<file path="src/rtl/key_led_sched.sv">
// key_led_sched
//   LED mode controller for the two-key / two-LED board. The raw keys are
//   synchronised and debounced. A 1->0 transition of a debounced key makes a
//   single-cycle press event. Press events step a 4-state mode FSM, and a
//   shared timebase sets the blink phase for the blinking modes.
//
//   Modes: OFF=0 (00), ALT=1 (01/10 blink), SYNC=2 (00/11 blink), ON=3 (11).
//   key[0] steps the mode forward. key[1] forces OFF. If both keys press in
//   the same cycle, key[1] wins.
//
//   Optional build macro KEY_LED_REVERSE_EN:
//     When defined, key[1] steps the mode backwards instead, and both keys
//     pressed together force OFF.
//
// Parameters:
//   CNT_MAX  blink half-period minus 1, in sys_clk cycles
//   DEB_MAX  debounce window minus 1, in sys_clk cycles
//
// Ports:
//   sys_clk  in   system clock, rising edge
//   sys_rst  in   synchronous reset, active-high
//   key[1:0] in   raw keys, active-low, asynchronous to sys_clk
//   led[1:0] out  LED drive, active-high, registered
//   mode     out  current FSM state, registered

module key_led_sched #(
    parameter logic [24:0] CNT_MAX = 25'd24_999_999,
    parameter logic [19:0] DEB_MAX = 20'd999_999
) (
    input  logic       sys_clk,
    input  logic       sys_rst,
    input  logic [1:0] key,
    output logic [1:0] led,
    output logic [1:0] mode
);

    localparam logic [1:0] ST_OFF  = 2'd0;
    localparam logic [1:0] ST_ALT  = 2'd1;
    localparam logic [1:0] ST_SYNC = 2'd2;
    localparam logic [1:0] ST_ON   = 2'd3;

    logic [1:0]  key_s1, key_s2;   // 2-FF synchroniser
    logic [1:0]  stable;           // debounced key level
    logic [1:0]  stable_d;         // debounced level, one cycle older
    logic [1:0]  press;            // registered press pulse
    logic [19:0] deb_cnt [2];
    logic [24:0] cnt;
    logic        phase;
    logic [1:0]  mode_nxt;
    logic        mode_chg;
    logic [1:0]  led_nxt;

    // NOTE: sequential state is written with <= only, so every register
    // samples its inputs as they were before the clock edge.
    always_ff @(posedge sys_clk) begin
        if (sys_rst) begin
            key_s1 <= 2'b11;
            key_s2 <= 2'b11;
        end else begin
            key_s1 <= key;
            key_s2 <= key_s1;
        end
    end

    // Per-bit debouncer. The level is accepted only after DEB_MAX+1
    // consecutive cycles that differ from the current stable value.
    // NOTE: the debounce counters are a two-entry array of plain flops, not a
    // memory, so they are cleared in the reset branch along with everything else.
    always_ff @(posedge sys_clk) begin
        if (sys_rst) begin
            stable <= 2'b11;
            for (int i = 0; i < 2; i++) deb_cnt[i] <= '0;
        end else begin
            for (int i = 0; i < 2; i++) begin
                if (key_s2[i] == stable[i]) begin
                    deb_cnt[i] <= '0;
                end else if (deb_cnt[i] == DEB_MAX) begin
                    stable[i]  <= key_s2[i];
                    deb_cnt[i] <= '0;
                end else begin
                    deb_cnt[i] <= deb_cnt[i] + 20'd1;
                end
            end
        end
    end

    // Press = falling edge of the debounced level. A release produces no event.
    always_ff @(posedge sys_clk) begin
        if (sys_rst) begin
            stable_d <= 2'b11;
            press    <= 2'b00;
        end else begin
            stable_d <= stable;
            press    <= stable_d & ~stable;
        end
    end

    // NOTE: the default assignment at the top of this always_comb block
    // gives mode_nxt a value on every path, so no latch is inferred.
    always_comb begin
        mode_nxt = mode;
`ifdef KEY_LED_REVERSE_EN
        if (press == 2'b11)
            mode_nxt = ST_OFF;
        else if (press[0])
            mode_nxt = mode + 2'd1;
        else if (press[1])
            mode_nxt = mode - 2'd1;
`else
        if (press[1])
            mode_nxt = ST_OFF;
        else if (press[0])
            mode_nxt = mode + 2'd1;
`endif
    end

    assign mode_chg = (mode_nxt != mode);

    always_ff @(posedge sys_clk) begin
        if (sys_rst) mode <= ST_OFF;
        else         mode <= mode_nxt;
    end

    // Timebase. A mode change restarts it, so a blinking mode always begins
    // with a full phase-0 half period.
    always_ff @(posedge sys_clk) begin
        if (sys_rst || mode_chg) begin
            cnt   <= '0;
            phase <= 1'b0;
        end else if (cnt == CNT_MAX) begin
            cnt   <= '0;
            phase <= ~phase;
        end else begin
            cnt   <= cnt + 25'd1;
        end
    end

    always_comb begin
        led_nxt = 2'b00;
        case (mode)
            ST_OFF:  led_nxt = 2'b00;
            ST_ALT:  led_nxt = phase ? 2'b10 : 2'b01;
            ST_SYNC: led_nxt = phase ? 2'b11 : 2'b00;
            ST_ON:   led_nxt = 2'b11;
            default: led_nxt = 2'b00;
        endcase
    end

    always_ff @(posedge sys_clk) begin
        if (sys_rst) led <= 2'b00;
        else         led <= led_nxt;
    end

endmodule

</file>
<file path="config.mk">
export PLATFORM = sky130hd
export DESIGN_NAME = key_led_sched
export DESIGN_NICKNAME = d
export VERILOG_FILES = /design/src/rtl/key_led_sched.sv
export SDC_FILE = /design/constraint.sdc
export NUM_CORES = 1
export LEC_CHECK = 0
export BUFFER_PORTS_ARGS = -buffer_cell sky130_fd_sc_hd__clkbuf_2
export CAP_MARGIN = 20
export CORE_AREA = 3 3 107 160
export CTS_CLUSTER_DIAMETER = 30
export DETAILED_ROUTE_END_ITERATION = 7
export DIE_AREA = 0 0 110 163
export GPL_TIMING_DRIVEN = 1
export PLACE_DENSITY = 0.46
export SYNTH_ARGS = -nofsm -noshare
export SYNTH_HDL_FRONTEND = slang
export SYNTH_SLANG_ARGS = --single-unit
</file>
<file path="constraint.sdc">
create_clock -name sys_clk -period 5.96 [get_ports sys_clk]
set_clock_uncertainty 0.05 [all_clocks]
set_input_delay 1.192 -clock sys_clk [delete_from_list [all_inputs] [get_ports sys_clk]]
set_output_delay 1.192 -clock sys_clk [all_outputs]
set_load 0.005 [all_outputs]
</file>
==> impl_metrics.json, run 1 <==
{
  "status": "finished clean",
  "min_period_ns": 2.61,
  "setup_viol": 0,
  "clock.fmax_ghz": 0.383,
  "clk_pin_slew_ns": 0.06,
  "synth_edf_count": 40,
  "rr_endpoint": "deb_cnt[1][6]",
  "synth_cell_types": 44,
  "fin_nets": 463,
  "cts_tree": "done",
  "antenna_left": 0,
  "port_buffers": 7,
  "min-delay-start": "stable_d[0]",
  "area_growth_pct": 17.5,
  "coreArea_um2": 15800,
  "via_count": 2920,
  "synth-main-ff-cell": "edfxtp_1",
  "worstReg2RegStart": "deb_cnt[1][0]",
  "drtPass1Iterations": 4,
  "postCtsSetupBuffers": 0,
  "critPathMaxFanout": 19,
  "start_util": 0.251,
  "crit_arrival_ns": 2.62,
  "dp_hpwl_um": 5450,
  "maxSlewHeadroom": 0.473,
  "p_leak_nw": 1.52,
  "cp_slowest_stage_delay_ns": 0.65,
  "drc": 0,
  "synthesis.instances": 404,
  "die_width_um": 110,
  "power.density_nw_per_um2": 258,
  "die_area_um2": 17900,
  "hold_buffers": 0,
  "synth_seq_cells": 80,
  "min_to": "press[0]",
  "crit_path_start_kind": "register",
  "setup_ws_ns": 3.35,
  "endpoint_kind": "register",
  "tns_ns": 0,
  "root_buffer": "clkbuf_16",
  "clk_path_buf_depth": 2,
  "antenna_found_initial": 0,
  "h-tree-depth": 3,
  "drv_slew": 0,
  "whs_path_depth": 2,
  "grt_pass1_vias": 2890,
  "worstSkewPairLatency_ns": 0.34,
  "grt_max_degree": 26,
  "tightest_slew_ns": 0.790,
  "holdCritPathClass": "register to register",
  "finalHoldViolCount": 0,
  "drive_above_1_share": 0.0810,
  "final.period_utilization": 0.438,
  "cp_slowest_cell": "o21ai_2",
  "synth_area_um2": 3950,
  "place.gp.congestion": 0.745,
  "grt_pass1_wl_um": 13400,
  "drt_wl_total_um": 7690,
  "synth_async_sr_flop_share": 0,
  "post-place-ws_ns": 3.28,
  "routed_via_density": 4.42,
  "num_io_pins": 8,
  "die_h_um": 163,
  "cts_sinks": 80,
  "ir_worst_vdd_mv": 0.117,
  "crit_type": "register to register",
  "diodes": 0,
  "path_cells": "ha_1, nand3_1, or4_1, o21ai_2, nor2_1",
  "cts_buffers": 9,
  "design_area_um2": 4640,
  "yosysWarnings": 0,
  "rsz0062_at_grt": "no",
  "globalRoute.totalOverflow": 0,
  "route.detailed.wl_per_inst_um": 11.7,
  "post_dp_cell_area_um2": 4340,
  "avgSynthCellArea_um2": 9.78,
  "cts_resized": 0,
  "cap_violations": 0,
  "grt_use_total": 0.0942,
  "yosysSeqAreaShare": 0.507,
  "r2r_slack_ns": 3.35,
  "row_count": 56,
  "reg2reg_depth": 5,
  "crit_required_ns": 5.97,
  "initialDrtViolationCount": 140
}
layout make-up:
cell class	instances	area [um^2]
Clock buffer	10	250
Clock inverter	6	48.8
Fill cell	1692	11100
Inverter	19	71.3
Multi-Input combinational cell	334	1970
Sequential cell	80	2000
Tap cell	203	254
Timing Repair Buffer	8	42.5
synth_stat cells, types with 7 or more instances:
cell type | count | area [um^2]
or3_1 | 11 | 68.8
ha_1 | 7 | 87.6
xor2_1 | 13 | 114
nor3_1 | 14 | 70.1
nand2_1 | 18 | 67.6
nor4_1 | 13 | 81.3
o21ai_0 | 14 | 70.1
dfxtp_1 | 40 | 801
nor2_1 | 59 | 221
or2_2 | 7 | 43.8
a21oi_1 | 15 | 75.1
xnor2_1 | 34 | 298
or4_1 | 8 | 60.1
nand4_1 | 24 | 150
inv_1 | 19 | 71.3
nand3_1 | 19 | 95.1
edfxtp_1 | 40 | 1200
state kept, by name, indices dropped and copies added (netlist names):
signal,count
key_s1,2
press,2
led,2
stable_d,2
mode,2
phase,1
cnt,25
deb_cnt,40
stable,2
key_s2,2
where the power goes:
group	leakage (nW)	total, mW	switching (mW)	internal (mW)
clock	0.147	0.553	0.241	0.312
sequential	0.737	0.608	0.0161	0.592
combinational	0.632	0.0355	0.0217	0.0138
total	1.52	1.20	0.278	0.918
routing by layer:
layer | share of wire | track usage | routed length [um] | vias up
li1 | - | - | - | 1524
met1 | 0.45 | 0.107 | 3460 | 1347
met2 | 0.50 | 0.163 | 3860 | 35
met3 | 0.027 | 0.0238 | 209 | 14
met4 | 0.021 | 0.0420 | 160 | 0
met5 | 0 | 0 | 0 | -
worst max-delay path, delay by kind of cell (launching register included):
kind                     cells  cell delay (ns)
flip-flops                   1             0.41
adder cells (fa/ha/maj)      1             0.21
AND/OR/NAND/NOR              3             1.00
AO/OA/AOI/OAI                1             0.65
how the worst max path moves through the flow:
stage	slack [ns]	from	to	cells past startpoint
floorplan	3.71	deb_cnt[1][0]	deb_cnt[1][10]	6
finish	3.35	deb_cnt[1][0]	deb_cnt[1][6]	5
global placement	3.36	deb_cnt[1][0]	deb_cnt[1][7]	5
detailed placement	3.28	deb_cnt[1][0]	deb_cnt[1][5]	5
global route	3.07	deb_cnt[1][0]	deb_cnt[1][5]	5
CTS	3.28	deb_cnt[1][0]	deb_cnt[1][5]	5
per-stage QoR:
stage / hold slack [ns] / std cells / utilization / total power [mW]
2_1_floorplan: 0.339 / 443 / - / 0.645
3_3_place_gp: 0.348 / 644 / 0.276 / 0.655
3_5_place_dp: 0.347 / 644 / 0.276 / 0.656
4_1_cts: 0.357 / 660 / 0.295 / 1.22
5_1_grt: 0.373 / 660 / 0.295 / 1.24
6_report: 0.356 / 660 / 0.295 / 1.20
cells by family after synthesis:
family | count (synthesis) | synth area share
other cells | 1 | 0.000949
mux | 2 | 0.00507
buf+inv | 29 | 0.0304
simple gates | 196 | 0.266
fa+ha+maj | 7 | 0.0222
flops | 80 | 0.507
xor+xnor | 47 | 0.104
compound gates | 42 | 0.0646
cells in the final DEF (no fill, tap or decap), types with 8 or more instances in the layout:
master	count
a21oi_1	15
nor3_1	14
conb_1	40
nand2_1	18
o21ai_0	14
nor4_1	13
xnor2_1	34
dfxtp_1	40
or4_1	8
nand3_1	19
or3_1	11
clkbuf_16	10
nand4_1	24
edfxtp_1	40
nor2_1	59
xor2_1	13
inv_1	19
No activity file was read; power rests on OpenSTA's default activity.
==> run 2: changes to the inputs <==
Settings changed: ABC_AREA set to 1, CORE_AREA 3 3 107 160 to 3 3 111 166, DIE_AREA 0 0 110 163 to 0 0 114 169, PLACE_DENSITY 0.46 to 0.48.
Clock period 5.96 ns to 2.3 ns, I/O delays scaled along.
==> impl_metrics.json, run 2 <==
{
  "status": "finished clean",
  "rsz0062_at_grt": "no",
  "synthMuxAreaShare": 0,
  "crit_arrival_ns": 1.85,
  "endpoint": "deb_cnt[1][15]",
  "hold_buffers": 0,
  "reg2reg_depth": 6,
  "route.detailed.wl_per_inst_um": 10.7,
  "synth_top_family_by_area": "simple AND/OR/NAND/NOR gates",
  "synthesis.instances": 553,
  "clock.fmax_ghz": 0.546,
  "drc": 0,
  "root_buffer": "clkbuf_16",
  "synth_area_um2": 4270,
  "drive_above_1_share": 0.0786,
  "whs_path_depth": 2,
  "diodes": 0,
  "cts_sinks": 80,
  "yosys.area_share.simple": 0.345,
  "crit_path_start_kind": "register",
  "row_count": 59,
  "drv_slew": 0,
  "tightest_slew_ns": 0.504,
  "synth_async_sr_flop_share": 0,
  "p_leak_nw": 1.77,
  "synth.most_common_cell": "nand2_1",
  "routed_via_density": 4.24,
  "ir_worst_vdd_mv": 0.277,
  "synth_cell_types": 30,
  "regMostFlops": "deb_cnt",
  "synthAdderAreaFrac": 0.0205,
  "worstSkewPairLatency_ns": 0.34,
  "h-tree-depth": 3,
  "final_common_cell": "nand2_1",
  "power_mw": 3.08,
  "clk_pin_slew_ns": 0.06,
  "rr_endpoint": "deb_cnt[1][15]",
  "clk_path_buf_depth": 2,
  "fin_nets": 617,
  "finalHoldViolCount": 0,
  "start_util": 0.247,
  "drtPass1Iterations": 4,
  "die_area_um2": 19300,
  "critPathMaxFanout": 19,
  "drt_wl_total_um": 8800,
  "synth-main-ff-cell": "edfxtp_1",
  "r2r_slack_ns": 0.47,
  "cap_violations": 0,
  "synth_seq_cells": 80,
  "min_period_ns": 1.83,
  "largest_reg_flops": 40,
  "yosys.area.top_type": "edfxtp_1",
  "endpoint_kind": "register",
  "area_growth_pct": 16.5,
  "crit_required_ns": 2.32,
  "place.gp.congestion": 0.861,
  "path_depth": 6,
  "min-delay-start": "key[1]",
  "antenna_left": 0,
  "grt_use_total": 0.0981,
  "initialDrtViolationCount": 114,
  "maxSlewHeadroom": 0.663,
  "coreArea_um2": 17300,
  "power.density_nw_per_um2": 620,
  "cp_slowest_cell": "edfxtp_1",
  "synth_edf_count": 40,
  "yosysWarnings": 0,
  "via_count": 3492,
  "final.period_utilization": 0.797,
  "cts_buffers": 9,
  "final_cell_mix": "nand2_1, nor2_1, inv_1",
  "setup_viol": 0,
  "crit_type": "register to register",
  "globalRoute.totalOverflow": 0,
  "die_width_um": 114,
  "path_cells": "ha_1, nand3_2, nor3_2, nand3_1, nand2_2, nor2_1",
  "path_buf_inv": 0,
  "die_h_um": 169,
  "yosys.area_share.xor_xnor": 0.0637,
  "worstSetupStartpoint": "deb_cnt[1][0]",
  "antenna_found_initial": 0,
  "avgSynthCellArea_um2": 7.71,
  "synth_area_leaders": "edfxtp_1, dfxtp_1, nand2_1, nor2_1, xor2_1",
  "cp_slowest_stage_delay_ns": 0.38,
  "grt_pass1_vias": 3467,
  "holdCritPathClass": "input port to register",
  "cts_tree": "done",
  "ys_top_cells_by_count": "nand2_1, nor2_1, inv_1",
  "yosysSeqAreaShare": 0.469,
  "post-route-util": 0.288,
  "worstReg2RegStart": "deb_cnt[1][0]",
  "synth_top_area_share": 0.282,
  "grt_pass1_wl_um": 15200,
  "dp_hpwl_um": 6810,
  "largest_registers": "deb_cnt: 40 flops, cnt: 25 flops",
  "postCtsSetupBuffers": 0,
  "cts_resized": 0,
  "grt_max_degree": 26,
  "num_io_pins": 8,
  "tns_ns": 0,
  "crit_family": "simple AND/OR/NAND/NOR gates",
  "synth_compound_area_frac": 0.0472,
  "port_buffers": 7
}
[run 2: layout make-up]
class	instances	area, um^2
clock buffer	13	273
clock inverter	3	22.5
fill	1912	12300
inverter	46	173
multi-input combinational	460	2180
sequential	80	2000
tap	213	267
timing repair buffer	9	50.0
[run 2: layer usage]
metal / GRT usage / part of all wire / vias up
met4: 0.0548 / 0.039 / 0
met1: 0.0980 / 0.41 / 1584
met3: 0.0236 / 0.026 / 25
met2: 0.182 / 0.53 / 49
met5: 0 / 0 / -
li1: - / - / 1834
[run 2: cells by family (layout without fill, tap and decap cells)]
kind of cell	Yosys count	count (layout)
compound gates	38	38
xor+xnor	31	31
fa+ha+maj	7	7
buf+inv	52	71
flops	80	80
other cells	1	40
simple gates	344	344
[run 2: per-stage QoR]
| step | hold slack, ns | std cells | worst slack, ns | instance area, um^2 |
|---|---|---|---|---|
| floorplan | 0.339 | 592 | 0.703 | 4410 |
| global placement | 0.350 | 808 | 0.452 | 4670 |
| detailed placement | 0.346 | 808 | 0.421 | 4670 |
| CTS | 0.252 | 824 | 0.406 | 4970 |
| global route | 0.260 | 824 | 0.248 | 4970 |
| finish | 0.264 | 824 | 0.467 | 4970 |
[run 2: worst min path at each step]
| stage | slack [ns] | to |
|---|---|---|
| after global routing | 0.26 | key_s1[1] |
| after global placement | 0.35 | key_s2[0] |
| final | 0.26 | key_s1[1] |
| after detailed placement | 0.35 | key_s2[0] |
| after CTS | 0.25 | key_s1[0] |
| after floorplan | 0.34 | key_s2[0] |
[run 2: power by group]
part,switching (mW),internal (mW)
clock,0.574,0.836
sequential,0.0380,1.53
combinational,0.0648,0.0342
==> run 3: changes to the inputs <==
Settings changed: ABC_AREA 1 to 0, CORE_AREA 3 3 111 166 to 3 3 107 160, DIE_AREA 0 0 114 169 to 0 0 110 163.
Clock period 2.3 ns to 1.55 ns, I/O delays scaled along.
==> impl_metrics.json, run 3 (same netlist as run 1, synthesis figures left out) <==
{
  "status": "finished, violations left",
  "violations": "negative setup slack",
  "cp_slowest_stage_delay_ns": 0.53,
  "final_common_cell": "buf_4",
  "dr_wl_met3_um": 175,
  "wl_met1_um": 4040,
  "crit_arrival_ns": 2.33,
  "largest_reg_flops": 40,
  "initialDrtViolationCount": 125,
  "holdCritPathClass": "input port to register",
  "highest_layer": "met4",
  "largest_registers": "deb_cnt: 40 flops, cnt: 25 flops",
  "cts_sinks": 80,
  "cts_tree": "done",
  "ir_worst_vdd_mv": 0.452,
  "grt_pass1_wl_um": 15600,
  "clk_path_buf_depth": 2,
  "cp_slowest_cell": "or4b_1",
  "h-tree-depth": 3,
  "finalHoldViolCount": 0,
  "port_buffers": 7,
  "die_h_um": 163,
  "start_util": 0.251,
  "die_area_um2": 17900,
  "power.density_nw_per_um2": 817,
  "route.detailed.wl_per_inst_um": 12.1,
  "cts_buffers": 9,
  "endpoint": "deb_cnt[0][14]",
  "p_leak_nw": 2.12,
  "coreArea_um2": 15800,
  "clk_pin_slew_ns": 0.06,
  "endpoint_kind": "register",
  "reg2reg_depth": 6,
  "diodes": 0,
  "drc": 0,
  "worstSetupStartpoint": "deb_cnt[0][13]",
  "crit_required_ns": 1.59,
  "final.period_utilization": 1.48,
  "via_count": 3420,
  "power_mw": 4.78,
  "cap_violations": 0,
  "dp_hpwl_um": 6530,
  "drive_above_1_share": 0.370,
  "fin_nets": 577,
  "routed_via_density": 4.42,
  "globalRoute.totalOverflow": 0,
  "critPathMaxFanout": 8,
  "post-place-ws_ns": -0.698,
  "hold_buffers": 0,
  "worstSkewPairLatency_ns": 0.33,
  "hold_slack_ns": 0.112,
  "row_count": 56,
  "grt_pass1_vias": 3464,
  "final_cell_mix": "buf_4, edfxtp_1, conb_1",
  "clock.fmax_ghz": 0.436,
  "drv_slew": 0,
  "die_width_um": 110,
  "rr_endpoint": "deb_cnt[0][14]",
  "path_cells": "or4b_1, or4_4, o211ai_1, buf_4, buf_6, nor2_1",
  "place.gp.congestion": 0.791,
  "crit_path_start_kind": "register",
  "grt_max_degree": 14,
  "grt_use_total": 0.110,
  "r2r_slack_ns": -0.74,
  "num_io_pins": 8,
  "drtPass1Iterations": 4,
  "wl_met2_um": 4920,
  "antenna_left": 0,
  "antenna_found_initial": 0,
  "setup_ws_ns": -0.745,
  "worstReg2RegStart": "deb_cnt[0][13]",
  "root_buffer": "clkbuf_16",
  "min_period_ns": 2.29,
  "rsz0062_at_grt": "yes",
  "nFillCells": 1604,
  "crit_type": "register to register",
  "area_growth_pct": 48.0,
  "regMostFlops": "deb_cnt",
  "drt_wl_total_um": 9350,
  "setup_viol": 67
}
[run 3: changes by cell type in the layout (fill, tap and decap cells not counted), sizes merged, moves of 13 or more]
| cell | previous run | this run |
|---|---|---|
| nor4 | 0 | 13 |
| xnor2 | 11 | 34 |
| a21oi | 28 | 15 |
| nor2 | 134 | 59 |
| inv | 48 | 20 |
| buf | 2 | 114 |
| nand4 | 10 | 25 |
| nand2 | 145 | 18 |
[run 3: metal layers]
| layer | track usage | vias to the layer above |
|---|---|---|
| li1 | - | 1754 |
| met1 | 0.124 | 1620 |
| met2 | 0.193 | 29 |
| met3 | 0.0222 | 17 |
| met4 | 0.0562 | 0 |
| met5 | 0 | - |
[run 3: area by class of cell]
class / count / area, um^2 / share of cell area
clock inverters: 5 / 55.1 / 0.00942
multi-input cells: 334 / 2200 / 0.377
well taps: 203 / 254 / 0.0435
repair buffers: 122 / 1010 / 0.173
clock buffers: 11 / 243 / 0.0415
inverters: 19 / 71.3 / 0.0122
flip-flops and latches: 80 / 2010 / 0.344
[run 3: per-stage QoR]
step | cells | setup TNS (ns) | instance area [um^2] | utilization
6_report | 774 | -35.53 | 5850 | 0.371
4_1_cts | 769 | -32.97 | 5690 | 0.361
3_5_place_dp | 742 | -30.93 | 5160 | 0.328
5_1_grt | 774 | -38.87 | 5850 | 0.371
3_3_place_gp | 742 | -30.13 | 5160 | 0.328
2_1_floorplan | 443 | -27.58 | 4170 | -
[run 3: worst min path at each step]
stage,start,to,depth (start not counted)
after floorplan,key_s1[0],key_s2[0],1
after global placement,key_s1[1],key_s2[1],1
after CTS,key[0],key_s1[0],2
final,key[0],key_s1[0],2
after global routing,key[0],key_s1[0],2
after detailed placement,key_s1[1],key_s2[1],1
[run 3: repair_timing]
item                                    CTS  global route
cloned                                    4             2
resized for setup                        32            44
buffers inserted                          7             7
pin swaps                                10             8
endpoints found under the setup margin   67            67
[run 3: where the power goes]
part           leakage [nW]  switching (mW)  internal (mW)
sequential            0.739          0.0400           2.28
clock                 0.140           0.848           1.29
combinational          1.25           0.160          0.166
[run 3: critical path: cells and delay by family (launching register included)]
kind / cells / cell delay (ns)
compound gates: 1 / 0.22
buf+inv: 2 / 0.33
flops: 1 / 0.38
simple gates: 3 / 1.07
